### src/rtl/mem_arbiter.sv
`timescale 1ns/1ps
`default_nettype none
// ============================================================================
// mem_arbiter : two-master round-robin arbiter with bounded burst locking
//               and a fixed-latency read-return tag pipeline.
// Revision    : 1.0
// ============================================================================
module mem_arbiter #(
    parameter int LATENCY   = 1,
    parameter int MAX_BURST = 8
) (
    input  logic        clk,
    input  logic        reset,
    input  logic        m0_req,
    input  logic        m1_req,
    input  logic        m0_lock,
    input  logic        m1_lock,
    input  logic        m0_we,
    input  logic        m1_we,
    input  logic [31:0] m0_addr,
    input  logic [31:0] m1_addr,
    input  logic [31:0] m0_wd,
    input  logic [31:0] m1_wd,
    output logic        m0_gnt,
    output logic        m1_gnt,
    output logic        m0_rvalid,
    output logic        m1_rvalid,
    output logic [31:0] m0_rd,
    output logic [31:0] m1_rd,
    output logic        s_we,
    output logic [31:0] s_addr,
    output logic [31:0] s_wd,
    input  logic [31:0] s_rd,
    output logic        owner
);

    localparam logic [7:0] C_MAX_BURST = 8'(MAX_BURST);

    logic               last_q, last_d;
    logic               locked_q, locked_d;
    logic [7:0]         bcnt_q, bcnt_d;
    logic [LATENCY-1:0] tv_q;
    logic [LATENCY-1:0] tid_q;

    logic sel0, sel1, forced, acc, acc_id, acc_we, acc_lock;

    // Grant selection; a locked owner keeps the port until its burst budget is spent.
    always_comb begin
        sel0   = 1'b0;
        sel1   = 1'b0;
        forced = 1'b0;
        if (reset) begin
            if (m0_req && !m1_req) begin
                sel0 = 1'b1;
            end else if (m1_req && !m0_req) begin
                sel1 = 1'b1;
            end else if (m0_req && m1_req) begin
                if (locked_q && (bcnt_q < C_MAX_BURST)) begin
                    sel0 = ~last_q;
                    sel1 = last_q;
                end else begin
                    sel0   = last_q;
                    sel1   = ~last_q;
                    forced = locked_q;
                end
            end
        end
    end

    assign acc      = sel0 | sel1;
    assign acc_id   = sel1;
    assign acc_we   = sel1 ? m1_we   : m0_we;
    assign acc_lock = sel1 ? m1_lock : m0_lock;

    always_comb begin
        last_d   = last_q;
        locked_d = locked_q;
        bcnt_d   = bcnt_q;
        if (acc) begin
            last_d   = acc_id;
            locked_d = forced ? 1'b0 : acc_lock;
            if ((acc_id == last_q) && locked_q) begin
                bcnt_d = (bcnt_q < C_MAX_BURST) ? bcnt_q + 8'd1 : C_MAX_BURST;
            end else begin
                bcnt_d = 8'd1;
            end
        end else begin
            locked_d = 1'b0;
            bcnt_d   = 8'd0;
        end
    end

    always_ff @(posedge clk or negedge reset) begin
        if (!reset) begin
            last_q   <= 1'b1;
            locked_q <= 1'b0;
            bcnt_q   <= 8'd0;
            tv_q     <= '0;
            tid_q    <= '0;
        end else begin
            last_q   <= last_d;
            locked_q <= locked_d;
            bcnt_q   <= bcnt_d;
            tv_q[0]  <= acc & ~acc_we;
            tid_q[0] <= acc_id;
            for (int i = 1; i < LATENCY; i++) begin
                tv_q[i]  <= tv_q[i-1];
                tid_q[i] <= tid_q[i-1];
            end
        end
    end

    assign m0_gnt    = sel0;
    assign m1_gnt    = sel1;
    assign s_we      = acc & acc_we;
    assign s_addr    = sel1 ? m1_addr : (sel0 ? m0_addr : 32'd0);
    assign s_wd      = sel1 ? m1_wd   : (sel0 ? m0_wd   : 32'd0);
    assign m0_rvalid = tv_q[LATENCY-1] & ~tid_q[LATENCY-1];
    assign m1_rvalid = tv_q[LATENCY-1] &  tid_q[LATENCY-1];
    assign m0_rd     = s_rd;
    assign m1_rd     = s_rd;
    assign owner     = last_q;

endmodule
`default_nettype wire

### config.mk
export PLATFORM = sky130hd
export DESIGN_NAME = mem_arbiter
export DESIGN_NICKNAME = d
export VERILOG_FILES = /design/src/rtl/mem_arbiter.sv
export SDC_FILE = /design/constraint.sdc
export NUM_CORES = 1
export LEC_CHECK = 0
export CORE_AREA = 2 2 118 120
export CTS_BUF_LIST = sky130_fd_sc_hd__clkbuf_8
export CTS_CLUSTER_DIAMETER = 80
export DETAILED_ROUTE_END_ITERATION = 12
export DIE_AREA = 0 0 120 122
export GPL_TIMING_DRIVEN = 0
export SKIP_CTS_REPAIR_TIMING = 1
export SLEW_MARGIN = 0
export SYNTH_ARGS = -nofsm -noshare
export SYNTH_HDL_FRONTEND = slang
export SYNTH_SLANG_ARGS = --single-unit
### constraint.sdc
create_clock -name clk -period 4.07 [get_ports clk]
set_clock_uncertainty 0.05 [all_clocks]
set_input_delay 1.0175 -clock clk [delete_from_list [all_inputs] [get_ports clk]]
set_output_delay 1.0175 -clock clk [all_outputs]
set_load 0.02 [all_outputs]
# Word level (Yosys, flattened, before mapping)
# Index checks and enable logic that the tools add are counted.
[classes]
n_bitwise = 8
add_sub_neg = 1
magnitude_cmp = 1
reduce_logical = 7
mux = 26
eq_ne = 1
[op_table]
columns = ["operator", "n"]
rows = [
  ["32-bit 2-to-1 mux", 4],
  ["8-bit 2-to-1 mux", 3],
  ["1-bit 2-to-1 mux", 19],
  ["8-bit by 1-bit adder with 8-bit output, second input constant", 1],
  ["8-bit by 4-bit less-than comparator with 1-bit output, second input constant", 1],
  ["1-bit logical AND", 5],
  ["1-bit AND", 4],
  ["1-bit NOT", 3],
  ["1-bit logical NOT", 2],
  ["1-bit == test", 1],
  ["1-bit OR", 1],
]
[word_totals]
word_cells = 49
output_inout_bits = 134
in_bits = 168
regBits = 12

# Depth between registers and ports, before layout
# Gate-level depths: netlist of run 1.
[depth]
depth_word = 11
ltp_mapped = 7
mapped_depth_nobuf = 4

# Worst setup path after synthesis of run 1
# Ideal clock, no wire load.
[synth_path]
kind = "input-to-output"
from = "in m0_req"
to = "out s_wd[13]"
arrival_ns = 2.273
t_required_ns = 3.003
slack_ns = 0.730
path_stages = 7
n_path_buf = 3
path_cell_list = "clkbuf_1 -> inv_1 -> nor4_2 -> nor3_2 -> buf_4 -> buf_6 -> a22o_1"
[synth_between]
elab_chain_len = 7
word_cells_on_any_way = 14
classes_between = "mux (10); reduce/logical (4)"
[synth_rtl]
columns = ["item", "line_no", "text"]
rows = [
  ["start, declared", "14", "input logic m0_req,"],
  ["1-bit logical AND / 1-bit logical NOT (equally long branches)", "57, 55", ""],
  ["1-bit 2-to-1 mux / 1-bit logical AND (equally long branches)", "57, 55", ""],
  ["1-bit 2-to-1 mux", "55", "end else if (m1_req && !m0_req) begin"],
  ["1-bit 2-to-1 mux", "53", "if (m0_req && !m1_req) begin"],
  ["1-bit 2-to-1 mux", "52", "if (reset) begin"],
  ["32-bit 2-to-1 mux", "117", "assign s_wd = sel1 ? m1_wd : (sel0 ? m0_wd : 32'd0);"],
  ["32-bit 2-to-1 mux (*)", "117", ""],
  ["end, declared", "32", "output logic [31:0] s_wd,"],
]
# Every way passes the cells marked *; elsewhere a longest branch is shown, timed or not.

# Worst setup path after layout of run 1
[layout_path]
from = "reg bcnt_q[4]"
to = "out s_addr[14]"
[layout_between]
elab_chain_len = 9
word_cells_on_any_way = 14
classes_between = "order compare (1); mux (12); reduce/logical (1)"
[layout_rtl]
columns = ["item", "line_no", "text"]
rows = [
  ["start, declared", "41", "logic [7:0] bcnt_q, bcnt_d;"],
  ["start signal, assigned", "103", "bcnt_q <= bcnt_d;"],
  ["8-bit by 4-bit less-than comparator with 1-bit output (*)", "58", "if (locked_q && (bcnt_q < C_MAX_BURST)) begin"],
  ["1-bit logical AND (*)", "58", ""],
  ["1-bit 2-to-1 mux", "58", ""],
  ["1-bit 2-to-1 mux", "57", "end else if (m0_req && m1_req) begin"],
  ["1-bit 2-to-1 mux", "55", ""],
  ["1-bit 2-to-1 mux", "53", ""],
  ["1-bit 2-to-1 mux", "52", ""],
  ["32-bit 2-to-1 mux", "116", "assign s_addr = sel1 ? m1_addr : (sel0 ? m0_addr : 32'd0);"],
  ["32-bit 2-to-1 mux (*)", "116", ""],
  ["end, declared", "31", "output logic [31:0] s_addr,"],
]
# Marks and branches as above.

==> flow_summary.json, run 1 <==
{
  "hold_viol": 0,
  "reg2reg_slack_ps": 1900,
  "r2r_start": "bcnt_q[4]",
  "layout_common_cells": "clkdlybuf4s50_1, buf_4, a22o_1",
  "vias": 2613,
  "die_h_um": 122,
  "hold_start": "bcnt_q[2]",
  "drv_cap": 0,
  "grt_usage": 0.119,
  "ir_drop_mv": 0.116,
  "drtAntennaViolNets": 0,
  "setup_viol": 0,
  "grt_pass1_wl_mm": 13.7,
  "reg2reg_to": "owner",
  "netlist_instances": 206,
  "hpwl_mm": 8.65,
  "grt_max_degree": 19,
  "layout_commonest_cell": "clkdlybuf4s50_1",
  "end_kind": "output pin",
  "grt_pass1_vias": 2597,
  "fin_crit_sh": 0.981,
  "status": "completed",
  "wl_per_cell_um": 15.0,
  "io_pins": 302,
  "antenna_found_initial": 1,
  "synth.area.top_cells": "a22o_1, buf_4, dfrtp_1",
  "synth_top_area_frac": 0.330,
  "overflow": 0,
  "drt-pass1-iter-count": 4,
  "cts_buffer_depth": 2,
  "cts_tree": "yes",
  "worst_path_most_repeated_cell": "buf_2",
  "max_freq_mhz": 250,
  "synth_cell_types": 34,
  "critPathBufInv": 4,
  "die-area_um2": 14600,
  "clock_sinks": 12,
  "port_buffers": 268,
  "power_density_nw_per_um2": 177,
  "required_ps": 3000,
  "worstPathMaxFanout": 10,
  "critPathKind": "register to output pin",
  "fin_nets": 654,
  "worst_skew_pair.late_latency_ps": 240,
  "cts_buffers": 3,
  "place_congestion": 0.744,
  "avgSynthCellArea_um2": 8.52,
  "die_x_um": 120,
  "placed_cell_area_um2": 4670,
  "clk_pin_slew_ps": 50,
  "post-route-util": 0.365,
  "tns_ps": 0,
  "cts_root_buf": "clkbuf_8",
  "crit_slowest_cell": "clkdlybuf4s50_1",
  "crit_family": "buffers and inverters",
  "layout-drive-gt1-share": 0.196,
  "syn_area_um2": 1750,
  "whs_endpoint": "bcnt_q[2]",
  "hold_class": "register to register",
  "yosysTopAreaCell": "a22o_1",
  "coreArea_um2": 13500,
  "min_period_ps": 3990,
  "power.leakage_nw": 2.93,
  "viasPerCell": 3.93,
  "synth-seq-area-share": 0.172,
  "ys_ff_latch": 12,
  "report.final.slew_viol_count": 0,
  "cpPeakStageDelay_ps": 600,
  "wl_mm": 9.95,
  "cp.arrival_ps": 2930,
  "core.rowCount": 43,
  "h-tree-depth": 1,
  "drcViolationCount": 0,
  "holdPathStages": 2,
  "path_cells": "or4b_1 -> buf_2 -> o211a_1 -> nor3_4 -> buf_4 -> buf_2 -> a22o_1 -> clkdlybuf4s50_1",
  "rsz0062_at_grt": "true",
  "finalPower_mw": 0.873,
  "yosys_warnings": 0,
  "start_util": 0.130,
  "drtIter0Drc": 59,
  "worst_r2r_path_depth": 7,
  "worstSetupStartpointType": "register",
  "syn2layout_area_growth_pct": 181,
  "design_area_um2": 4930
}
-- state kept, by name (all words and copies together) (netlist names) --
name and cells:
locked_q 1, bcnt_q 8, tid_q 1, tv_q 1, owner 1
-- through the flow --
stage	hold WS, ps	cells	setup slack, ps
after floorplan	459	209	730
after global placement	482	657	-971
after detailed placement	502	657	-983
after CTS	509	661	-988
after global routing	543	665	-82.2
final	506	665	75.8
-- synth_stat cells (all sizes together) --
library cell / n
a22o: 66
dfstp: 1
and2: 1
o211ai: 1
or2: 1
or4b: 1
dfrtp: 11
a2111oi: 1
xnor2: 1
or4: 1
a31oi: 1
o21bai: 1
o32a: 1
nand3: 3
nor2: 4
o22a: 1
nor4: 2
clkbuf: 3
nor2b: 1
o21ai: 3
a211oi: 1
inv: 5
nand2: 6
buf: 79
o211a: 2
conb: 1
nor3: 5
a21oi: 1
ha: 1
-- per-layer routing --
layer	vias up	track usage	wire length (um)
li1	1258	-	-
met1	1156	0.125	3480
met2	190	0.237	5350
met3	9	0.0281	996
met4	0	0.0235	124
met5	-	0	0
-- how the worst max path moves through the flow --
stage / start / end / slack [ps] / cells past startpoint
floorplan: m0_req / s_wd[13] / 730 / 7
global placement: reset / s_wd[21] / -970 / 7
detailed placement: reset / s_wd[21] / -980 / 7
CTS: reset / s_wd[21] / -990 / 7
global route: bcnt_q[4] / s_addr[14] / -80 / 8
finish: bcnt_q[4] / s_addr[14] / 80 / 8
-- worst reg2reg max path: cells and delay by family (launching register included) --
| kind | cells | cell delay [ps] |
|---|---|---|
| AO/OA/AOI/OAI | 2 | 400 |
| buffers and inverters | 3 | 590 |
| flip-flops | 1 | 380 |
| AND/OR/NAND/NOR | 2 | 680 |
-- where the power goes --
part	leakage, nW	internal (mW)	switching (mW)
registers	0.151	0.129	0.00407
clock network	0.0288	0.0855	0.0447
logic	2.75	0.351	0.259
total	2.93	0.565	0.308
-- layout make-up --
class,count,area [um^2]
Fill cell,1409,8570
Buffer,82,587
Timing Repair Buffer,271,2860
Sequential cell,12,302
Multi-Input combinational cell,110,888
Inverter,5,18.8
Antenna cell,1,2.50
Clock buffer,4,55.1
Tap cell,180,225
-- kinds of logic after synthesis --
family                   synth area share
AO/OA/AOI/OAI                       0.384
XOR/XNOR                          0.00499
adder cells (fa/ha/maj)           0.00713
flip-flops                          0.172
AND/OR/NAND/NOR                    0.0877
other                             0.00214
buffers and inverters               0.342
No activity file was read; power rests on OpenSTA's default activity.
==> inputs of run 2 (changes only) <==
--- a/config.mk
+++ b/config.mk
@@ -5,12 +5,13 @@
 export SDC_FILE = /design/constraint.sdc
 export NUM_CORES = 1
 export LEC_CHECK = 0
-export CORE_AREA = 2 2 118 120
+export CORE_AREA = 2 2 119 121
 export CTS_BUF_LIST = sky130_fd_sc_hd__clkbuf_8
 export CTS_CLUSTER_DIAMETER = 80
 export DETAILED_ROUTE_END_ITERATION = 12
-export DIE_AREA = 0 0 120 122
+export DIE_AREA = 0 0 121 123
 export GPL_TIMING_DRIVEN = 0
+export RECOVER_POWER = 50
 export SKIP_CTS_REPAIR_TIMING = 1
 export SLEW_MARGIN = 0
 export SYNTH_ARGS = -nofsm -noshare
==> constraint.sdc (replaced) <==
create_clock -name clk -period 3.35 [get_ports clk]
set_clock_uncertainty 0.05 [all_clocks]
set_input_delay 0.8375 -clock clk [delete_from_list [all_inputs] [get_ports clk]]
set_output_delay 0.8375 -clock clk [all_outputs]
set_load 0.02 [all_outputs]
==> flow_summary.json, run 2 (synthesis gave the netlist of run 1 again) <==
{
  "status": "complete, but fails checks",
  "violations": "setup timing",
  "critPathKind": "register to output pin",
  "cts_buffer_depth": 2,
  "crit_family": "simple AND/OR/NAND/NOR gates",
  "start_util": 0.129,
  "layout-drive-gt1-share": 0.368,
  "layout_common_cells": "clkdlybuf4s50_1, buf_4, a22o_1",
  "design_area_um2": 4990,
  "clk_pin_slew_ps": 50,
  "hold_class": "primary input to async pin",
  "io_pins": 302,
  "reg2reg_slack_ps": 1160,
  "critPathBufInv": 5,
  "end_kind": "output pin",
  "h-tree-depth": 1,
  "die_x_um": 121,
  "placed_cell_area_um2": 4670,
  "crit_slowest_cell": "or4b_1",
  "cpPeakStageDelay_ps": 520,
  "worst_path_most_repeated_cell": "buf_4",
  "viasPerCell": 3.89,
  "hold_viol": 0,
  "dp_cells": 657,
  "vias": 2666,
  "worstSetupStartpointType": "register",
  "drt-pass1-iter-count": 4,
  "cts_root_buf": "clkbuf_8",
  "seq_power_share": 0.149,
  "overflow": 0,
  "min_period_ps": 3460,
  "combinationalPowerShare": 0.711,
  "wl_per_cell_um": 16.6,
  "power.leakage_nw": 2.28,
  "wl_mm": 11.4,
  "fin_crit_sh": 1.03,
  "cts_tree": "yes",
  "worstSetupStartpoint": "bcnt_q[5]",
  "grt_pass1_vias": 2613,
  "port_buffers": 268,
  "path_cells": "or4b_1 -> buf_6 -> o211a_4 -> nor3_4 -> buf_6 -> buf_4 -> buf_4 -> a22o_1 -> buf_4",
  "drtIter0Drc": 94,
  "report.final.slew_viol_count": 0,
  "grt_pass1_wl_mm": 14.7,
  "switching_share": 0.361,
  "internal-power_mw": 0.724,
  "n_fill_cell": 1407,
  "fin_ws_ps": -113,
  "fin_cells": 685,
  "rsz0062_at_grt": "true",
  "fin_nets": 675,
  "layout_commonest_cell": "clkdlybuf4s50_1",
  "r2r_start": "bcnt_q[5]",
  "place_congestion": 0.734,
  "required_ps": 2460,
  "ir_drop_mv": 0.109,
  "coreArea_um2": 13600,
  "core.rowCount": 43,
  "grt_usage": 0.129,
  "die-area_um2": 14900,
  "setup_viol": 37,
  "cts_buffers": 3,
  "antenna_cells": 0,
  "worst_skew_pair.late_latency_ps": 240,
  "power.switching_mw": 0.409,
  "power_density_nw_per_um2": 227,
  "worst_r2r_path_depth": 8,
  "syn2layout_area_growth_pct": 185,
  "clock_sinks": 12,
  "top_register": "bcnt_q",
  "clockPowerShare": 0.140,
  "grt_max_degree": 19,
  "drcViolationCount": 0,
  "antenna_found_initial": 0,
  "drv_cap": 0,
  "die_h_um": 123,
  "max_freq_mhz": 289,
  "worstPathMaxFanout": 10,
  "reg2reg_to": "tv_q",
  "cp.arrival_ps": 2580,
  "hpwl_mm": 9.85,
  "largest_reg_flops": 8,
  "drtAntennaViolNets": 0
}
-- run 2: metrics by stage --
stage / hold WS, ps / TNS (ps) / utilization / worst slack [ps] / total power [mW]
after floorplan: 459 / 0 / - / 370 / 0.501
after global placement: 489 / -75110 / 0.343 / -1280 / 0.925
after detailed placement: 485 / -78450 / 0.343 / -1350 / 0.930
after CTS: 501 / -79390 / 0.347 / -1360 / 1.09
after global routing: 493 / -5690 / 0.367 / -182 / 1.18
final: 473 / -1660 / 0.367 / -113 / 1.13
-- run 2: final cells by class --
class | count | area [um^2] | share of cell area
Tap cell | 180 | 225 | 0.0451
Inverter | 5 | 18.8 | 0.00376
Clock buffer | 4 | 55.1 | 0.0110
Timing Repair Buffer | 294 | 2830 | 0.566
Sequential cell | 12 | 302 | 0.0604
Multi-Input combinational cell | 110 | 912 | 0.183
Buffer | 80 | 652 | 0.131
-- run 2: power groups by stage --
stage / registers [mW] / logic (mW) / clock network (mW)
final: 0.168 / 0.806 / 0.159
after detailed placement: 0.164 / 0.766 / 0
after CTS: 0.162 / 0.769 / 0.162
after global placement: 0.164 / 0.761 / 0
after floorplan: 0.166 / 0.335 / 0
after global routing: 0.171 / 0.847 / 0.166
-- run 2: how the worst max path moves through the flow --
stage,end,slack (ps),cells past startpoint
final,s_addr[8],-110,9
after global routing,s_addr[8],-180,9
after CTS,s_wd[20],-1360,7
after detailed placement,s_wd[20],-1350,7
after global placement,s_wd[20],-1280,7
after floorplan,s_wd[13],370,7
-- run 2: per-layer routing --
metal,GRT usage,part of all wire
met1,0.185,0.45
met2,0.212,0.49
met3,0.0185,0.065
met4,0.0174,0.0039
met5,0,0
==> inputs of run 3 (changes only) <==
--- a/config.mk
+++ b/config.mk
@@ -11,6 +11,7 @@
 export DETAILED_ROUTE_END_ITERATION = 12
 export DIE_AREA = 0 0 121 123
 export GPL_TIMING_DRIVEN = 0
+export PLACE_DENSITY = 0.59
 export RECOVER_POWER = 50
 export SKIP_CTS_REPAIR_TIMING = 1
 export SLEW_MARGIN = 0
==> flow_summary.json, run 3 (synthesis gave the netlist of run 1 again) <==
{
  "status": "complete, but fails checks",
  "violations": "setup timing",
  "layout-drive-gt1-share": 0.369,
  "setup_viol": 21,
  "overflow": 0,
  "worstSetupStartpointType": "register",
  "antenna_found_initial": 0,
  "dp_slack_ps": -1340,
  "die-area_um2": 14900,
  "ir_drop_mv": 0.120,
  "core.rowCount": 43,
  "rsz0062_at_grt": "true",
  "cts_root_buf": "clkbuf_8",
  "worst_skew_pair.late_latency_ps": 240,
  "port_buffers": 268,
  "power.leakage_nw": 2.34,
  "layout_common_cells": "clkdlybuf4s50_1, buf_4, buf_6",
  "tightest_slew_ps": 516,
  "hold_class": "primary input to async pin",
  "grt_max_degree": 19,
  "die_x_um": 121,
  "cts_buffers": 3,
  "start_util": 0.129,
  "critPathKind": "register to output pin",
  "grt_pass1_vias": 2618,
  "coreArea_um2": 13600,
  "top_register": "bcnt_q",
  "clock_sinks": 12,
  "layout_commonest_cell": "clkdlybuf4s50_1",
  "drt-pass1-iter-count": 4,
  "syn2layout_area_growth_pct": 195,
  "die_h_um": 123,
  "report.final.slew_viol_count": 0,
  "fin_nets": 672,
  "cts_tree": "yes",
  "grt_usage": 0.126,
  "largest_reg_flops": 8,
  "worst_path_most_repeated_cell": "buf_6",
  "hpwl_mm": 9.76,
  "wl_per_cell_um": 16.6,
  "cts_buffer_depth": 2,
  "drv_cap": 0,
  "io_pins": 302,
  "fin_crit_sh": 1.03,
  "drtAntennaViolNets": 0,
  "place_congestion": 0.733,
  "cpPeakStageDelay_ps": 530,
  "drtIter0Drc": 56,
  "antenna_cells": 0,
  "viasPerCell": 3.95,
  "vias": 2691,
  "tns_ps": -815,
  "wl_mm": 11.3,
  "crit_slowest_cell": "or4b_4",
  "h-tree-depth": 1,
  "max_freq_mhz": 291,
  "required_ps": 2460,
  "min_period_ps": 3440,
  "end_kind": "output pin",
  "hold_viol": 0,
  "power_density_nw_per_um2": 220,
  "grt_pass1_wl_mm": 14.4,
  "cp.arrival_ps": 2550,
  "slew_headroom": 0.656,
  "drcViolationCount": 0,
  "path_cells": "or4b_4 -> buf_6 -> o211a_4 -> nor3_4 -> buf_6 -> buf_8 -> buf_6 -> clkbuf_16 -> a22o_1 -> buf_6",
  "clk_pin_slew_ps": 50,
  "fin_ws_ps": -90.0,
  "worstPathMaxFanout": 6
}
==> run 3: cell count changes in the layout (fill, tap and decap cells not counted), moves of 3 or more <==
cell	previous run	this run
buf_8	6	10
buf_6	39	64
a22o_4	2	5
buf_4	100	88
buf_2	13	0
clkbuf_2	11	4
a22o_1	64	61
==> run 3: through the flow <==
step                utilization  area [um^2]  hold WS, ps  total power [mW]  cells
finish                    0.380         5170          473              1.14    682
global route              0.380         5170          492              1.19    682
CTS                       0.347         4720          513              1.06    661
detailed placement        0.343         4670          500             0.925    657
global placement          0.343         4670          490             0.922    657
floorplan                     -         1770          459             0.501    209
==> run 3: area by class of cell <==
type,instances,area [um^2]
buffer,81,684
clock buffer,3,41.3
clock inverter,1,3.75
fill,1379,8440
inverter,5,18.8
multi-input combinational,110,948
sequential,12,302
tap,180,225
timing repair buffer,290,2950
==> run 3: critical path: cells and delay by family, from the launching register on <==
kind	cells	cell delay, ps
compound gates	2	390
flops	1	370
buf+inv	6	760
simple gates	2	800
==> run 3: final timing paths <==
| kind | from | to | slack (ps) | cells past startpoint |
|---|---|---|---|---|
| setup reg to reg | bcnt_q[4] | bcnt_q[0] | 1250 | 7 |
| min in group clk | bcnt_q[2] | bcnt_q[2] | 510 | 2 |
| hold / removal | reset | bcnt_q[0] | 470 | 1 |
| hold reg to reg | bcnt_q[2] | bcnt_q[2] | 510 | 2 |
| max in group asynchronous | reset | owner | 2450 | 1 |
| setup / recovery | bcnt_q[4] | s_addr[10] | -90 | 10 |
==> run 3: report_power, final <==
group / internal (mW) / total (mW) / switching (mW)
clock: 0.0803 / 0.129 / 0.0484
sequential: 0.157 / 0.169 / 0.0117
combinational: 0.492 / 0.839 / 0.346
==> run 3: routing by layer <==
layer  vias up  share of wire  track usage
met5         -              0            0
met4         0         0.0097       0.0203
met3         8          0.061       0.0161
met2       156           0.49        0.210
met1      1234           0.44        0.177
li1       1293              -            -
==> patch 1 (settings of run 3) <==
Make the reset (`reset`) synchronous in one clocked block.
--- a/src/rtl/mem_arbiter.sv
+++ b/src/rtl/mem_arbiter.sv
@@ -90,7 +90,7 @@
         end
     end
 
-    always_ff @(posedge clk or negedge reset) begin
+    always_ff @(posedge clk) begin
         if (!reset) begin
             last_q   <= 1'b1;
             locked_q <= 1'b0;
Check against the original RTL: differs if reset is asserted again (counterexample within 4 cycles, from zero or initial values and one cycle with reset low); with reset held inactive, the same outputs for 10 cycles.
==> patch 1 against run 3 <==
Sequential cell count is the same; clock power is 20% higher; worst setup slack better by 150 ps; total power fell by 16%; sequential share of layout area down 0.72 points; largest power group unchanged; final area down 9.2%; synthesized cell count grew 0.49%; count of clock-buffer cells in the layout is 1 higher; synthesized area down 2.9%; die area stayed put; routed wire length fell by 5.2%.
==> patch 1: results (changes against run 3) <==
** Worst setup path
- Slowest-stage cell, CP :: sky130_fd_sc_hd__or4_4
- Critical path data arrival time :: 2410 ps (-140 ps)
- Delay of the slowest cell on the worst path :: 570 ps (+40 ps)
- Highest net fanout along the worst path :: 10 (+4)

** STA
- Count of final setup violators :: 0 (-100%)
- Slew at the pin closest to its max-slew limit :: 485.9 ps (-30.06 ps)

** Finish
- Number of flip-flops under the largest register name :: 8 (unchanged)
- The net count of the finished layout came to 656 (-2.4%).
- Inserted Diodes :: 0 (unchanged)
- Fill cell instance count of the final layout :: 1415 (+2.6%)
- The final instance count without filler cells came to 666 (-2.3%).
- bcnt_q holds more flip-flops than any other register.
- Proportion of layout cells with a drive suffix above 1 :: 28.60% (-8.3 points)
- The area occupied by registers was 240.2 sq um (-20%).

** Drt
- The vias per cell came to 3.922 (-0.60%).
- The number of DRC markers after the initial detailed-route iteration is 87 (+55%).
- DRC violations left :: 0 (unchanged)
- The post-detailed-routing wire length came to 10730 um (-5.2%).
- The number of iterations in the first detailed-routing pass came to 4 (unchanged).

** Outcome
- The run finished with clean final reports.

** Placement
- The placer's final routability congestion estimate came to 0.8504 (+16%).
- The worst-case setup slack after placement is -1229 ps (+114.0 ps).
- # port buffers :: 267 (-0.37%)
- The half-perimeter wire length of the detailed placement result came to 9131 um (-6.5%).
- The area after detailed placement is 4613 sq um (-1.3%).

** CTS
- The clock-pin slew on the worst setup and hold paths came to 50 ps (about the same).
- The CTS H-tree depth came to 1 (unchanged).
- Clk Latency, worst-skew pair :: 240 ps (about the same)
- Cts bufs inserted :: 3 (unchanged)
- The cell sitting at the root of the clock tree is a sky130_fd_sc_hd__clkbuf_8.

** Logic synthesis
- Number of different library cells in the post-synthesis netlist :: 33 (-2.9%)
- Synth top area cells :: sky130_fd_sc_hd__a22o_1, sky130_fd_sc_hd__buf_4, sky130_fd_sc_hd__dfxtp_1
- The xor and xnor area share after synthesis was 0.5140% (+0.015 points).
- The mux contribution to synthesized area was 0% (unchanged).
- Sequential element share of the synthesized area :: 14.10% (-3.1 points)
- Most instantiated flip-flop cell in the synthesis netlist :: sky130_fd_sc_hd__dfxtp_1
- Post-synthesis share of cell area spent on full adders, half adders and majority gates :: 0.7342% (+0.021 points)
- Fraction of the mapped netlist area in compound gates :: 39.13% (+0.69 points)
- Average footprint of a synthesized cell :: 8.233 sq um (-3.3%)
- Top cells by count, synth :: sky130_fd_sc_hd__buf_4, sky130_fd_sc_hd__a22o_1, sky130_fd_sc_hd__dfxtp_1
- Post-synth ARST share :: 0% (-100 points)

** Power and ir drop
- The internal power is 0.6317 mW (-13%).
- The reported leakage power was 2.403 nW (+2.7%).
- The maximum vdd drop came to 0.0001352 V (+13%).

** Global route
- Antenna violations before repair :: 0 (unchanged)
- Number of global-route vias before repair :: 2374 (-9.3%)
- The largest net degree at the start of global routing came to 11 (-8).
- The global-route wire length before repair was 14060 um (-2.4%).
- The overall fraction of global-route tracks in use came to 12.01% (-0.59 points).

** Worst hold path
- The min-delay analysis places its worst path in the category reg -> reg.
[patch 1: layer usage]
metal	share of wire (%)	GRT usage, %	vias to the layer above
li1	-	-	1273
met1	37	14.35	1210
met2	53	21.84	117
met3	8.7	3.137	12
met4	1.3	2.035	0
met5	0	0	-
[patch 1: layout make-up]
| class | count | area share (%) |
|---|---|---|
| plain buffers | 80 | 13.26 |
| clock buffers | 4 | 1.172 |
| inverters | 1 | 0.07989 |
| multi-input cells | 117 | 19.89 |
| flip-flops and latches | 12 | 5.113 |
| well taps | 180 | 4.794 |
| repair buffers | 272 | 55.69 |
[patch 1: worst max-delay path: cells and delay by family (launching register included)]
family	cells	cell delay, ps
AND/OR/NAND/NOR	2	930
buffers and inverters	4	580
flip-flops	1	330
AO/OA/AOI/OAI	2	330
[patch 1: final timing paths]
kind / startpoint / to / slack, ps / cells past startpoint
worst max-delay path: bcnt_q[3]$_SDFF_PN0_ / s_addr[29] / 60 / 8
worst max register to register: bcnt_q[3]$_SDFF_PN0_ / bcnt_q[0]$_SDFF_PN0_ / 1720 / 4
worst min-delay path: locked_q$_SDFF_PP0_ / bcnt_q[0]$_SDFF_PN0_ / 480 / 1
worst min register to register: locked_q$_SDFF_PP0_ / bcnt_q[0]$_SDFF_PN0_ / 480 / 1
[patch 1: power groups by stage]
stage               combinational [mW]  sequential (mW)  clock (mW)
global placement                 0.663            0.159           0
detailed placement               0.664            0.159           0
global route                     0.681            0.159       0.170
CTS                              0.668            0.156       0.160
floorplan                        0.289            0.158           0
finish                           0.647            0.158       0.155
[patch 1: cells by family (layout without fill, tap and decap cells)]
logic type,Yosys count,count (layout)
AOI/OAI and AO/OA,81,81
buffers and inverters,81,357
and+or+nand+nor,30,30
DFF,12,12
adders and majority gates,1,1
other,1,4
xor gates and xnor gates,1,1
==> patch 2 (config.mk and constraints of run 3) <==
Made on the original files. Set the parameter `LATENCY` to 2 (it was 1).
--- a/src/rtl/mem_arbiter.sv
+++ b/src/rtl/mem_arbiter.sv
@@ -6,7 +6,7 @@
 // Revision    : 1.0
 // ============================================================================
 module mem_arbiter #(
-    parameter int LATENCY   = 1,
+    parameter int LATENCY   = 2,
     parameter int MAX_BURST = 8
 ) (
     input  logic        clk,
Formal check against the unedited RTL: not equivalent (Yosys sat finds a counterexample within 4 cycles, from zero or initial values and one cycle with reset low).
==> patch 2 against run 3 <==
The run still ends with setup timing left; critical path depth is 1 higher; critical endpoint is now s_wd[13]; cell count is 1.3% lower; highest routed layer unchanged; worst setup slack worse by 55 ps; total power rose by 1.1%; routed wire length is 2.2% higher; sequential power up 11%; first-iteration DRC count increased by 100%; sequential cell count increased by 2; synthesized area increased by 2.9%; final area decreased by 3.5%.
==> patch 2: results (changes against run 3) <==
** Worst setup path
- The number of cells on the worst reg-to-reg path was 9 (+2).
- Crit path capture :: s_wd[13]
- Slack of the worst reg-to-reg path :: 1110 ps (-140 ps)
- The slowest stage of the critical path is the sky130_fd_sc_hd__or4b_1 cell.
- Kind of cell adding the most delay to the critical path :: buffers and inverters
- The data arrival at the endpoint of the critical path is 2610 ps (+60 ps).
- Worst setup startpoint :: bcnt_q[5]$_DFF_PN0_
- The maximum fanout encountered on the critical timing path was 11 (+5).

** Placement
- Post-detailed-placement half-perimeter wirelength :: 10030 um (+2.7%)
- The placer's final routability congestion estimate is 0.8053 (+9.9%).
- Total placed cells including tap cells :: 659 (+0.30%)
- Pre-CTS WS :: -1372 ps (-29.30 ps)
- Total placed instance area :: 4723 sq um (+1.1%)

** CTS
- Clock Pin Slew Worst Setup and Hold Paths :: 50 ps (about the same)

** Drt
- DR iter-0 viols :: 114 (+100%)
- Vias per cell :: 3.963 (+0.43%)
- Detailed Route WL :: 11570 um (+2.2%)
- The number of iterations in the first detailed-routing pass is 4 (unchanged).
- Detail-routed net length per standard cell :: 17.18 um (+3.6%)

** STA
- Min setup slack post-route :: -144.8 ps (-54.82 ps)
- Count of final setup violators :: 27 (+29%)
- The setup total negative slack is -1634 ps (-819.0 ps).

** Outcome
- The final reports fail on setup timing.
- The flow ran to the end, but the final reports show violations.

** Logic synthesis
- Top cells by count, synth :: sky130_fd_sc_hd__buf_4, sky130_fd_sc_hd__a22o_1, sky130_fd_sc_hd__dfrtp_1
- Most instantiated flip-flop cell in the synthesis netlist :: sky130_fd_sc_hd__dfrtp_1
- Synth top area cells :: sky130_fd_sc_hd__a22o_1, sky130_fd_sc_hd__buf_4, sky130_fd_sc_hd__dfrtp_1
- The mean cell area of the mapped netlist was 8.674 sq um (+1.9%).
- Sequential element share of the synthesized area :: 19.49% (+2.3 points)
- Post-synth ARST share :: 100.0% (unchanged)

** Global route
- The overall fraction of global-route tracks in use came to 13.15% (+0.55 points).
- The global-route wire length before repair came to 14840 um (+3.0%).
- Antenna violations before repair :: 0 (unchanged)
- Maximum number of pins on one net before global-route repair :: 21 (+2)
- Number of global-route vias before repair :: 2581 (-1.4%)

** Power and ir drop
- The maximum vdd drop was 0.00008991 V (-25%).
- The reported leakage power was 2.276 nW (-2.7%).

** Worst hold path
- The path class of the tightest hold or removal check is reg -> reg.

** Finish
- The number of antenna cells inserted came to 0 (unchanged).
- The ratio of cells with drive above 1 in the final layout is 34.48% (-2.4 points).
## patch 2: worst min path at each step
stage                     slack [ps]                from                 end
after floorplan                  280  tid_q[0]$_DFF_PN0_  tid_q[1]$_DFF_PN0_
after global placement           280  tid_q[0]$_DFF_PN0_  tid_q[1]$_DFF_PN0_
after detailed placement         290   tv_q[0]$_DFF_PN0_   tv_q[1]$_DFF_PN0_
after CTS                        300   tv_q[0]$_DFF_PN0_   tv_q[1]$_DFF_PN0_
after global routing             310   tv_q[0]$_DFF_PN0_   tv_q[1]$_DFF_PN0_
final                            300   tv_q[0]$_DFF_PN0_   tv_q[1]$_DFF_PN0_
## patch 2: cell type report
cell class                      count  area (sq um)
Fill cell                        1400          8618
Sequential cell                    14         351.6
Multi-Input combinational cell    110         919.6
Tap cell                          180         225.2
Timing Repair Buffer              280          2756
Clock buffer                        4         55.05
Inverter                            5         18.77
Buffer                             80         666.9
## patch 2: cells by family after synthesis
kind of cell    synth area share [%]
other cells                   0.2078
xor+xnor                      0.4855
flops                          19.49
compound gates                 37.38
fa+ha+maj                     0.6934
simple gates                   8.531
buf+inv                        33.22
## patch 2: layer usage
| layer | track usage [%] | routed length, um |
|---|---|---|
| met2 | 22.82 | 5848 |
| met4 | 2.471 | 97 |
| met5 | 0 | 0 |
| met3 | 2.537 | 946 |
| met1 | 17.05 | 4671 |
## patch 2: power by group
group | internal [mW] | switching [mW]
Combinational | 0.458 | 0.347
Sequential | 0.183 | 0.00596
Clock | 0.104 | 0.0515
Total | 0.744 | 0.404
## patch 2: metrics by stage
step	power [mW]	hold WS [ps]	util (%)
floorplan	0.5278	281.2	-
global placement	0.9503	283.3	34.70
detailed placement	0.9550	287.1	34.70
CTS	1.114	299.7	35.10
global route	1.203	305.4	36.69
finish	1.148	297.3	36.69
